<file path="src/rtl/imem_loader_if.sv">
// rtl/imem_loader_if.sv - Program-load stream, status and fetch-port bundle for imem_loader.
interface imem_loader_if #(
    parameter int N = 32
);
    logic         start;
    logic [6:0]   len;
    logic [7:0]   rx_data;
    logic         rx_valid;
    logic         rx_ready;
    logic [5:0]   addr;
    logic [N-1:0] q;
    logic         busy;
    logic         done;
    logic         err;
    logic         core_rst_n;

    modport master (
        output start, len, rx_data, rx_valid, addr,
        input  rx_ready, q, busy, done, err, core_rst_n
    );

    modport slave (
        input  start, len, rx_data, rx_valid, addr,
        output rx_ready, q, busy, done, err, core_rst_n
    );
endinterface

</file>
<file path="src/rtl/imem_loader.sv">
// rtl/imem_loader.sv - Byte-stream loader into a 64-word instruction RAM; holds the core in reset until loaded.
// Optional trailing XOR check byte: IMEM_LOADER_CHECKSUM_EN.
module imem_loader #(
    parameter int N     = 32,
    parameter int DEPTH = 64
) (
    input  logic        clk,
    input  logic        rst_n,
    imem_loader_if.slave bus
);
    localparam int BPW = N / 8;
    localparam int CW  = (BPW > 1) ? $clog2(BPW) : 1;
    localparam logic [CW-1:0] LAST_BYTE = CW'(BPW - 1);

`ifdef IMEM_LOADER_CHECKSUM_EN
    typedef enum logic [1:0] {S_IDLE = 2'd0, S_LOAD = 2'd1, S_DONE = 2'd2, S_CHECK = 2'd3} state_t;
`else
    typedef enum logic [1:0] {S_IDLE = 2'd0, S_LOAD = 2'd1, S_DONE = 2'd2} state_t;
`endif

    state_t        state;
    logic [CW-1:0] byte_cnt;
    logic [5:0]    waddr;
    logic [6:0]    len_q;
    logic [N-1:0]  wbuf;
    logic [N-1:0]  wword;
    logic          rx_ready_q;
    logic          busy_q;
    logic          done_q;
    logic          err_q;
    logic          core_rst_n_q;
`ifdef IMEM_LOADER_CHECKSUM_EN
    logic [7:0]    csum;
`endif

    logic [N-1:0]  mem [DEPTH];

    logic xfer;
    logic word_end;
    logic last_word;
    logic len_ok;

    assign xfer      = bus.rx_valid && rx_ready_q;
    assign word_end  = xfer && (state == S_LOAD) && (byte_cnt == LAST_BYTE);
    assign last_word = ({1'b0, waddr} == (len_q - 7'd1));
    assign len_ok    = (bus.len != 7'd0) && (bus.len <= 7'd64);

    // The incoming byte is merged combinationally so the word can be written on the edge that accepts it.
    always_comb begin
        wword = wbuf;
        wword[8*byte_cnt +: 8] = bus.rx_data;
    end

    always_ff @(posedge clk) begin
        if (word_end) begin
            mem[waddr] <= wword;
        end
    end

    assign bus.q          = mem[bus.addr];
    assign bus.rx_ready   = rx_ready_q;
    assign bus.busy       = busy_q;
    assign bus.done       = done_q;
    assign bus.err        = err_q;
    assign bus.core_rst_n = core_rst_n_q;

    always_ff @(posedge clk or negedge rst_n) begin
        if (!rst_n) begin
            state        <= S_IDLE;
            byte_cnt     <= '0;
            waddr        <= '0;
            len_q        <= '0;
            wbuf         <= '0;
            rx_ready_q   <= 1'b0;
            busy_q       <= 1'b0;
            done_q       <= 1'b0;
            err_q        <= 1'b0;
            core_rst_n_q <= 1'b0;
`ifdef IMEM_LOADER_CHECKSUM_EN
            csum         <= '0;
`endif
        end else begin
            case (state)
                S_IDLE, S_DONE: begin
                    if (bus.start) begin
                        done_q       <= 1'b0;
                        core_rst_n_q <= 1'b0;
                        if (len_ok) begin
                            state      <= S_LOAD;
                            err_q      <= 1'b0;
                            rx_ready_q <= 1'b1;
                            busy_q     <= 1'b1;
                            byte_cnt   <= '0;
                            waddr      <= '0;
                            wbuf       <= '0;
                            len_q      <= bus.len;
`ifdef IMEM_LOADER_CHECKSUM_EN
                            csum       <= '0;
`endif
                        end else begin
                            state <= S_IDLE;
                            err_q <= 1'b1;
                        end
                    end
                end
                S_LOAD: begin
                    if (xfer) begin
`ifdef IMEM_LOADER_CHECKSUM_EN
                        csum <= csum ^ bus.rx_data;
`endif
                        if (byte_cnt == LAST_BYTE) begin
                            byte_cnt <= '0;
                            wbuf     <= '0;
                            waddr    <= waddr + 6'd1;
                            if (last_word) begin
`ifdef IMEM_LOADER_CHECKSUM_EN
                                state <= S_CHECK;
`else
                                state        <= S_DONE;
                                rx_ready_q   <= 1'b0;
                                busy_q       <= 1'b0;
                                done_q       <= 1'b1;
                                core_rst_n_q <= 1'b1;
`endif
                            end
                        end else begin
                            wbuf     <= wword;
                            byte_cnt <= byte_cnt + 1'b1;
                        end
                    end
                end
`ifdef IMEM_LOADER_CHECKSUM_EN
                S_CHECK: begin
                    if (xfer) begin
                        rx_ready_q <= 1'b0;
                        busy_q     <= 1'b0;
                        if (bus.rx_data == csum) begin
                            state        <= S_DONE;
                            done_q       <= 1'b1;
                            core_rst_n_q <= 1'b1;
                        end else begin
                            state <= S_IDLE;
                            err_q <= 1'b1;
                        end
                    end
                end
`endif
                default: state <= S_IDLE;
            endcase
        end
    end
endmodule

</file>
<file path="src/flat_wrapper.sv">
// flat-port wrapper written by rule: the top's interface ports become plain ports
module imem_loader_flat 
#(
    parameter int N     = 32,
    parameter int DEPTH = 64
)
  (clk, rst_n, bus_start, bus_len, bus_rx_data, bus_rx_valid, bus_addr, bus_rx_ready, bus_q, bus_busy, bus_done, bus_err, bus_core_rst_n);
  imem_loader_if #(.N(N)) bus_i ();
  input  logic clk;
  input  logic rst_n;
  input wire logic [$bits(bus_i.start)-1:0] bus_start;
  input wire logic [$bits(bus_i.len)-1:0] bus_len;
  input wire logic [$bits(bus_i.rx_data)-1:0] bus_rx_data;
  input wire logic [$bits(bus_i.rx_valid)-1:0] bus_rx_valid;
  input wire logic [$bits(bus_i.addr)-1:0] bus_addr;
  output wire logic [$bits(bus_i.rx_ready)-1:0] bus_rx_ready;
  output wire logic [$bits(bus_i.q)-1:0] bus_q;
  output wire logic [$bits(bus_i.busy)-1:0] bus_busy;
  output wire logic [$bits(bus_i.done)-1:0] bus_done;
  output wire logic [$bits(bus_i.err)-1:0] bus_err;
  output wire logic [$bits(bus_i.core_rst_n)-1:0] bus_core_rst_n;
  assign bus_i.start = bus_start;
  assign bus_i.len = bus_len;
  assign bus_i.rx_data = bus_rx_data;
  assign bus_i.rx_valid = bus_rx_valid;
  assign bus_i.addr = bus_addr;
  assign bus_rx_ready = bus_i.rx_ready;
  assign bus_q = bus_i.q;
  assign bus_busy = bus_i.busy;
  assign bus_done = bus_i.done;
  assign bus_err = bus_i.err;
  assign bus_core_rst_n = bus_i.core_rst_n;
  imem_loader #(.N(N), .DEPTH(DEPTH)) u_core (.clk(clk), .rst_n(rst_n), .bus(bus_i));
endmodule
</file>
<file path="config.mk">
export PLATFORM = sky130hd
export DESIGN_NAME = imem_loader_flat
export DESIGN_NICKNAME = d
export VERILOG_FILES = /design/src/rtl/imem_loader_if.sv /design/src/rtl/imem_loader.sv /design/src/flat_wrapper.sv
export SDC_FILE = /design/constraint.sdc
export NUM_CORES = 2
export LEC_CHECK = 0
export CAP_MARGIN = 0
export CORE_MARGIN = 1
export CORE_UTILIZATION = 60
export CTS_CLUSTER_DIAMETER = 200
export DETAILED_ROUTE_END_ITERATION = 12
export GPL_TIMING_DRIVEN = 0
export MAX_ROUTING_LAYER = met4
export PLACE_DENSITY = 0.76
export SLEW_MARGIN = 10
export SYNTH_ARGS = -nofsm -noshare
export SYNTH_HDL_FRONTEND = slang
export SYNTH_SLANG_ARGS = --single-unit
</file>
<file path="constraint.sdc">
create_clock -name clk -period 5.6 [get_ports clk]
set_input_delay 1.12 -clock clk [delete_from_list [all_inputs] [get_ports clk]]
set_output_delay 1.12 -clock clk [all_outputs]
set_load 0.005 [all_outputs]
</file>
# --- After elaboration in Yosys (flattened, before gate mapping) ---
# Memory sizes are Yosys's and may differ from the RTL's.
# Cells that the tools add are included.
classes:
  addsub: 4
  shifts: 2
  n_mux: 36
  order_cmp: 1
  eq_ne: 9
  n_reduce_logical: 15
ops:
  columns: ["cell", "count"]
  rows:
  - ["32-bit 2-to-1 mux", 4]
  - ["32-bit case mux with 2 select lines", 1]
  - ["5-bit negation with 34-bit output", 1]
  - ["8-bit by 34-bit variable shift with 32-bit output (first input constant)", 1]
  - ["8-bit by 34-bit variable part select with 32-bit output", 1]
  - ["32-bit bitwise mux", 1]
  - ["6-bit 2-to-1 mux", 4]
  - ["2-bit 2-to-1 mux", 8]
  - ["1-bit 2-to-1 mux", 13]
  - ["6-bit case mux with 2 select lines", 1]
  - ["5-bit AND reduction", 2]
  - ["2-bit case mux with 2 select lines", 2]
  - ["4-bit AND reduction", 2]
  - ["6-bit by 7-bit equality test with 1-bit output", 1]
  - ["7-bit less-or-equal comparator (second input constant)", 1]
  - ["7-bit nonzero test", 1]
  - ["7-bit by 1-bit subtractor with 7-bit output (second input constant)", 1]
  - ["6-bit by 1-bit adder with 6-bit output (second input constant)", 1]
  - ["2-bit by 1-bit inequality test with 1-bit output (second input constant)", 3]
  - ["6-bit AND reduction", 1]
  - ["2-bit equality test (second input constant)", 2]
  - ["1-bit logical AND", 4]
  - ["2-bit inequality test (second input constant)", 2]
  - ["1-bit case mux with 2 select lines", 2]
  - ["7 further kinds", 7]
word_totals:
  n_memories: 1
  output_inout_bits: 37
  inputBits: 25
  mem_bits_rw: 2048
  reg_bits: 52
  elab_cells: 76
mem_list:
  columns: ["memory", "depth", "word_bits", "read_ports", "rd_ports_with_merged_regs", "wr", "line_no", "text"]
  rows:
  - ["u_core.mem", 64, 32, 1, 0, 1, "imem_loader.sv:36", "logic [N-1:0] mem [DEPTH];"]

# --- Depth between registers and ports, before layout ---
logic_depth:
  word_depth: 6
  mapped_depth: 9
  depth_no_buf: 6

# --- Worst setup path before layout ---
# No wires, ideal clock.
synth_path:
  path_kind: "register -> register"
  from: "reg u_core.byte_cnt[0]"
  to: "mem u_core.mem[0][16], data pin"
  setup_ns: 0.712
  arrival_ns: 3.536
  period_less_slack_ns: 4.248
  t_required_ns: 4.888
  path_buffers: 1
  setup_slack_ns: 1.352
  path_stages_with_launch: 5
  path_cell_list: "dfrtp_1 inv_1 ha_1 clkbuf_1 o21ai_0"
synth_via:
  elab_chain_len: 3
  elab_cells_between_ends: 4
  classes_between: "1 x add/sub; 2 x shift; 1 x mux"
synth_rtl:
  columns: ["element", "line_no", "text"]
  rows:
  - ["start: declaration", "imem_loader.sv:22", "logic [CW-1:0] byte_cnt;"]
  - ["start signal: assignment", "imem_loader.sv:128", "byte_cnt <= byte_cnt + 1'b1;"]
  - ["5-bit negation with 34-bit output (*)", "imem_loader.sv:51", "wword[8*byte_cnt +: 8] = bus.rx_data;"]
  - ["8-bit by 34-bit variable part select with 32-bit output / 8-bit by 34-bit variable shift with 32-bit output (equally long branches)", "imem_loader.sv:51", null]
  - ["32-bit bitwise mux (*)", "imem_loader.sv:51", null]
  - ["net u_core.wword[16]", "imem_loader.sv:26", "logic [N-1:0] wword;"]
  - ["end: declaration", "imem_loader.sv:36", null]
# The timed path passes the listed nets; every way through them passes the cells marked *.

# --- Worst setup path after layout ---
layout_path:
  from: "in bus_addr[3]"
  to: "out bus_q[11]"
layout_via:
  elab_chain_len: 1
layout_rtl:
  columns: ["element", "line_no", "text"]
  rows:
  - ["start: declaration", "flat_wrapper.sv:15", "input wire logic [$bits(bus_i.addr)-1:0] bus_addr;"]
  - ["memory read 64 x 32 bit", null, null]
  - ["end: declaration", "flat_wrapper.sv:17", "output wire logic [$bits(bus_i.q)-1:0] bus_q;"]
# No other way between the ends.

==> flow_summary.toml <==
[setup_path]
cpMaxStageDelayCell = "clkdlybuf4s50_1"
critPathRequiredTime_ns = 4.48
slowest_delay_ns = 0.61
path_max_fanout = 10
worstSetupEndpointType = "output port"
cp_data_arrival_time_ns = 4.65
startpoint_type = "primary input"
crit_chain = "dlygate4sd2_1, buf_2, clkbuf_2, clkbuf_4, mux2i_1, o21ai_0, nand2_1, a21oi_1, clkdlybuf4s50_1"
critical_path_class = "primary input to output port"

[route]
wirelength_mm = 232
final_antenna_net_count = 0
drt_first_pass_iters = 8
wl_per_cell_um = 38.2
drtIter0Drc = 7444
viasPerCell = 7.21
drc = 0
num_vias = 43700

[job]
drv_cap = 0

[timing]
finalHoldViolCount = 0
relSlewSlack_pct = 12.2
setup_viol = 15
layout_min_cycle_time_ns = 5.77
clock-skew-final_ns = 0.0334
fmax_mhz = 173
maxSlewViolCount = 0
rsz0062_at_grt = "true"
setup_slack_ns = -0.167
worst_pin_slew_ns = 1.32
period_share_pct = 103

[grt]
grt_pass1_vias = 43500
grt_max_degree = 64
antenna_found_initial = 7
grt.total_usage_pct = 35.6
grt-ovfl-total = 0
grt_use_met2_pct = 52.2
grt_pass1_wl_mm = 323
grt_util_met3_pct = 9.57
grt_use_met1_pct = 45.6
gr-max-usage-layer = "met2"

[logic_synthesis]
async_reset_ff_share_pct = 2.48
yosys.area_share.xor_xnor_pct = 0.0868
synth_simple_gate_area_share_pct = 2.26
synth_fa_ha_area_share_pct = 0.124
muxShareOfSynthArea_pct = 15.1
yosys_warnings = 0
synth.distinct_cells = 59
ys_ff_latch = 2100
syn-num-nets = 3806
synth_compound_area_share_pct = 3.12
synth-main-ff-cell = "edfxtp_1"
seq_area_frac_synth_pct = 77.8
synth_edf_count = 2048
syn_inst = 3773
netlist_area_um2 = 80800
synth_top_family_by_area = "multiplexers"
syn_avg_cell_area_um2 = 21.4

[power]
p_total_mw = 35.4
power.leakage_nw = 30.0
power_density_nw_per_um2 = 380
peakVddDrop_v = 0.000491

[cts]
clock_latency_ns = 0.82
cts_hold_buf = 0
cts.reportedPaths.clkPinSlew_ns = 0.06
numCtsBuffers = 194
h-tree-depth = 4
clockBufferDepth = 3
tritoncts = "done"
clockRootBuffer = "clkbuf_16"
cts_num_sinks = 2100

[final_layout]
layout_commonest_cell = "edfxtp_1"
nNetsFinal = 4183
final_cell_mix = "2048 x edfxtp_1, 467 x mux4_2, 200 x clkbuf_16"
fin_util_pct = 69.7
area_growth_pct = 15.2
drive_gt1_share_pct = 27.7

[floorplanning]
fp.dieW_um = 369
die-area_um2 = 136000
rows = 134
ios = 62
start_util_pct = 60.5
die_h_um = 369
core_um2 = 133000

[place]
dp_slack_ns = -1.46
hpwl_mm = 148
portBuffers = 59
gp_congestion = 0.937

[worst_hold_path]
min_path_type = "primary input to asynchronous set/reset pin"

[outcome]
status = "complete, but fails checks"
violations = "negative setup slack"
-- metrics by stage --
step	setup TNS [ns]	std cells	instance area [um^2]	hold slack (ns)
5_1_grt	-0.213	6071	93100	0.304
3_5_place_dp	-31.59	5721	86800	0.469
4_1_cts	0	6067	93000	0.258
2_1_floorplan	0	3773	80800	0.448
6_report	-0.926	6071	93100	0.294
3_3_place_gp	-3913.32	5600	83600	0.463
-- critical path: cells and delay by family --
family                 cells  cell delay [ns]
AO/OA/AOI/OAI              2             0.78
buffers and inverters      5             2.35
multiplexers               1             0.20
AND/OR/NAND/NOR            1             0.16
-- logic make-up after synthesis --
family / Yosys count
fa+ha+maj: 8
compound gates: 370
mux: 633
xor+xnor: 8
simple gates: 390
buf+inv: 264
flops: 2100
-- layout make-up --
cell class	instances	area, um^2
Clock inverter	99	746
Antenna cell	4	10.0
Fill cell	7672	40400
Timing Repair Buffer	181	3010
Multi-Input combinational cell	1409	17700
Inverter	53	199
Clock buffer	246	5180
Buffer	211	1180
Tap cell	1768	2210
Sequential cell	2100	62800
-- flip-flops by register name (all words and copies together) (netlist names) --
signal,count
u_core.bus.done,1
u_core.bus.err,1
u_core.bus.rx_ready,1
u_core.byte_cnt,2
u_core.len_q,7
u_core.mem,2048
u_core.state,2
u_core.waddr,6
u_core.wbuf,32
-- Yosys cell counts (6+ instances only) --
cell      number  area share (%)
a211oi_1       8           0.074
a21oi_1       31            0.19
a221o_1        8           0.099
a221oi_1      14            0.15
a31oi_1       10           0.077
a32o_1        19            0.24
and2_1         7           0.054
buf_1         18           0.084
buf_2         92            0.57
buf_4         23            0.21
clkbuf_1      74            0.34
dfrtp_1       52             1.6
edfxtp_1    2048              76
ha_1           8            0.12
inv_1         52            0.24
mux2_2        32            0.45
mux2i_1      134             1.7
mux4_2       467              13
nand2_1      132            0.61
nand2b_1      16            0.12
nand3_1       18            0.11
nor2_1       114            0.53
nor2b_1       14            0.11
nor3_1        26            0.16
nor4_1        30            0.23
o211ai_1       8           0.074
o21a_1        14            0.13
o21ai_0       59            0.37
o221ai_1      16            0.17
o22a_1        13            0.14
o22ai_1      141             1.1
o31ai_1       14            0.13
xnor2_1        6           0.065
-- timing repair --
action / CTS / global route
endpoints found under the setup margin: 32 / 21
endpoints found under the hold margin: 0 / 0
buffers inserted: 1 / 0
resized for setup: 101 / 36
pin swaps: 3 / 1
-- path summary, 6_finish.rpt --
path                                  from                 to  slack (ns)  depth (start not counted)
setup / recovery               bus_addr[3]          bus_q[11]       -0.17                          9
hold / removal                       rst_n    u_core.wbuf[26]        0.29                          1
setup reg to reg           u_core.state[1]  u_core.mem[35][9]        1.70                          7
hold reg to reg            u_core.wbuf[19]    u_core.wbuf[19]        0.48                          2
max in group asynchronous            rst_n    u_core.waddr[3]        4.72                          2
min in group clk           u_core.wbuf[19]    u_core.wbuf[19]        0.48                          2
-- report_power, final --
| part | leakage [nW] | switching [mW] | internal, mW | total (mW) |
|---|---|---|---|---|
| combinational | 7.53 | 2.88 | 1.14 | 4.02 |
| clock | 2.88 | 5.66 | 7.00 | 12.7 |
| sequential | 19.6 | 0.0646 | 18.6 | 18.7 |
| total | 30.0 | 8.60 | 26.8 | 35.4 |
-- metal layers --
| layer | share of wire (%) | vias up |
|---|---|---|
| met2 | 46 | 4045 |
| met5 | 0 | - |
| met4 | 6.9 | 0 |
| met3 | 14 | 838 |
| met1 | 34 | 22300 |
| li1 | - | 16600 |
Note: power is estimated with default switching activity, not from simulation.
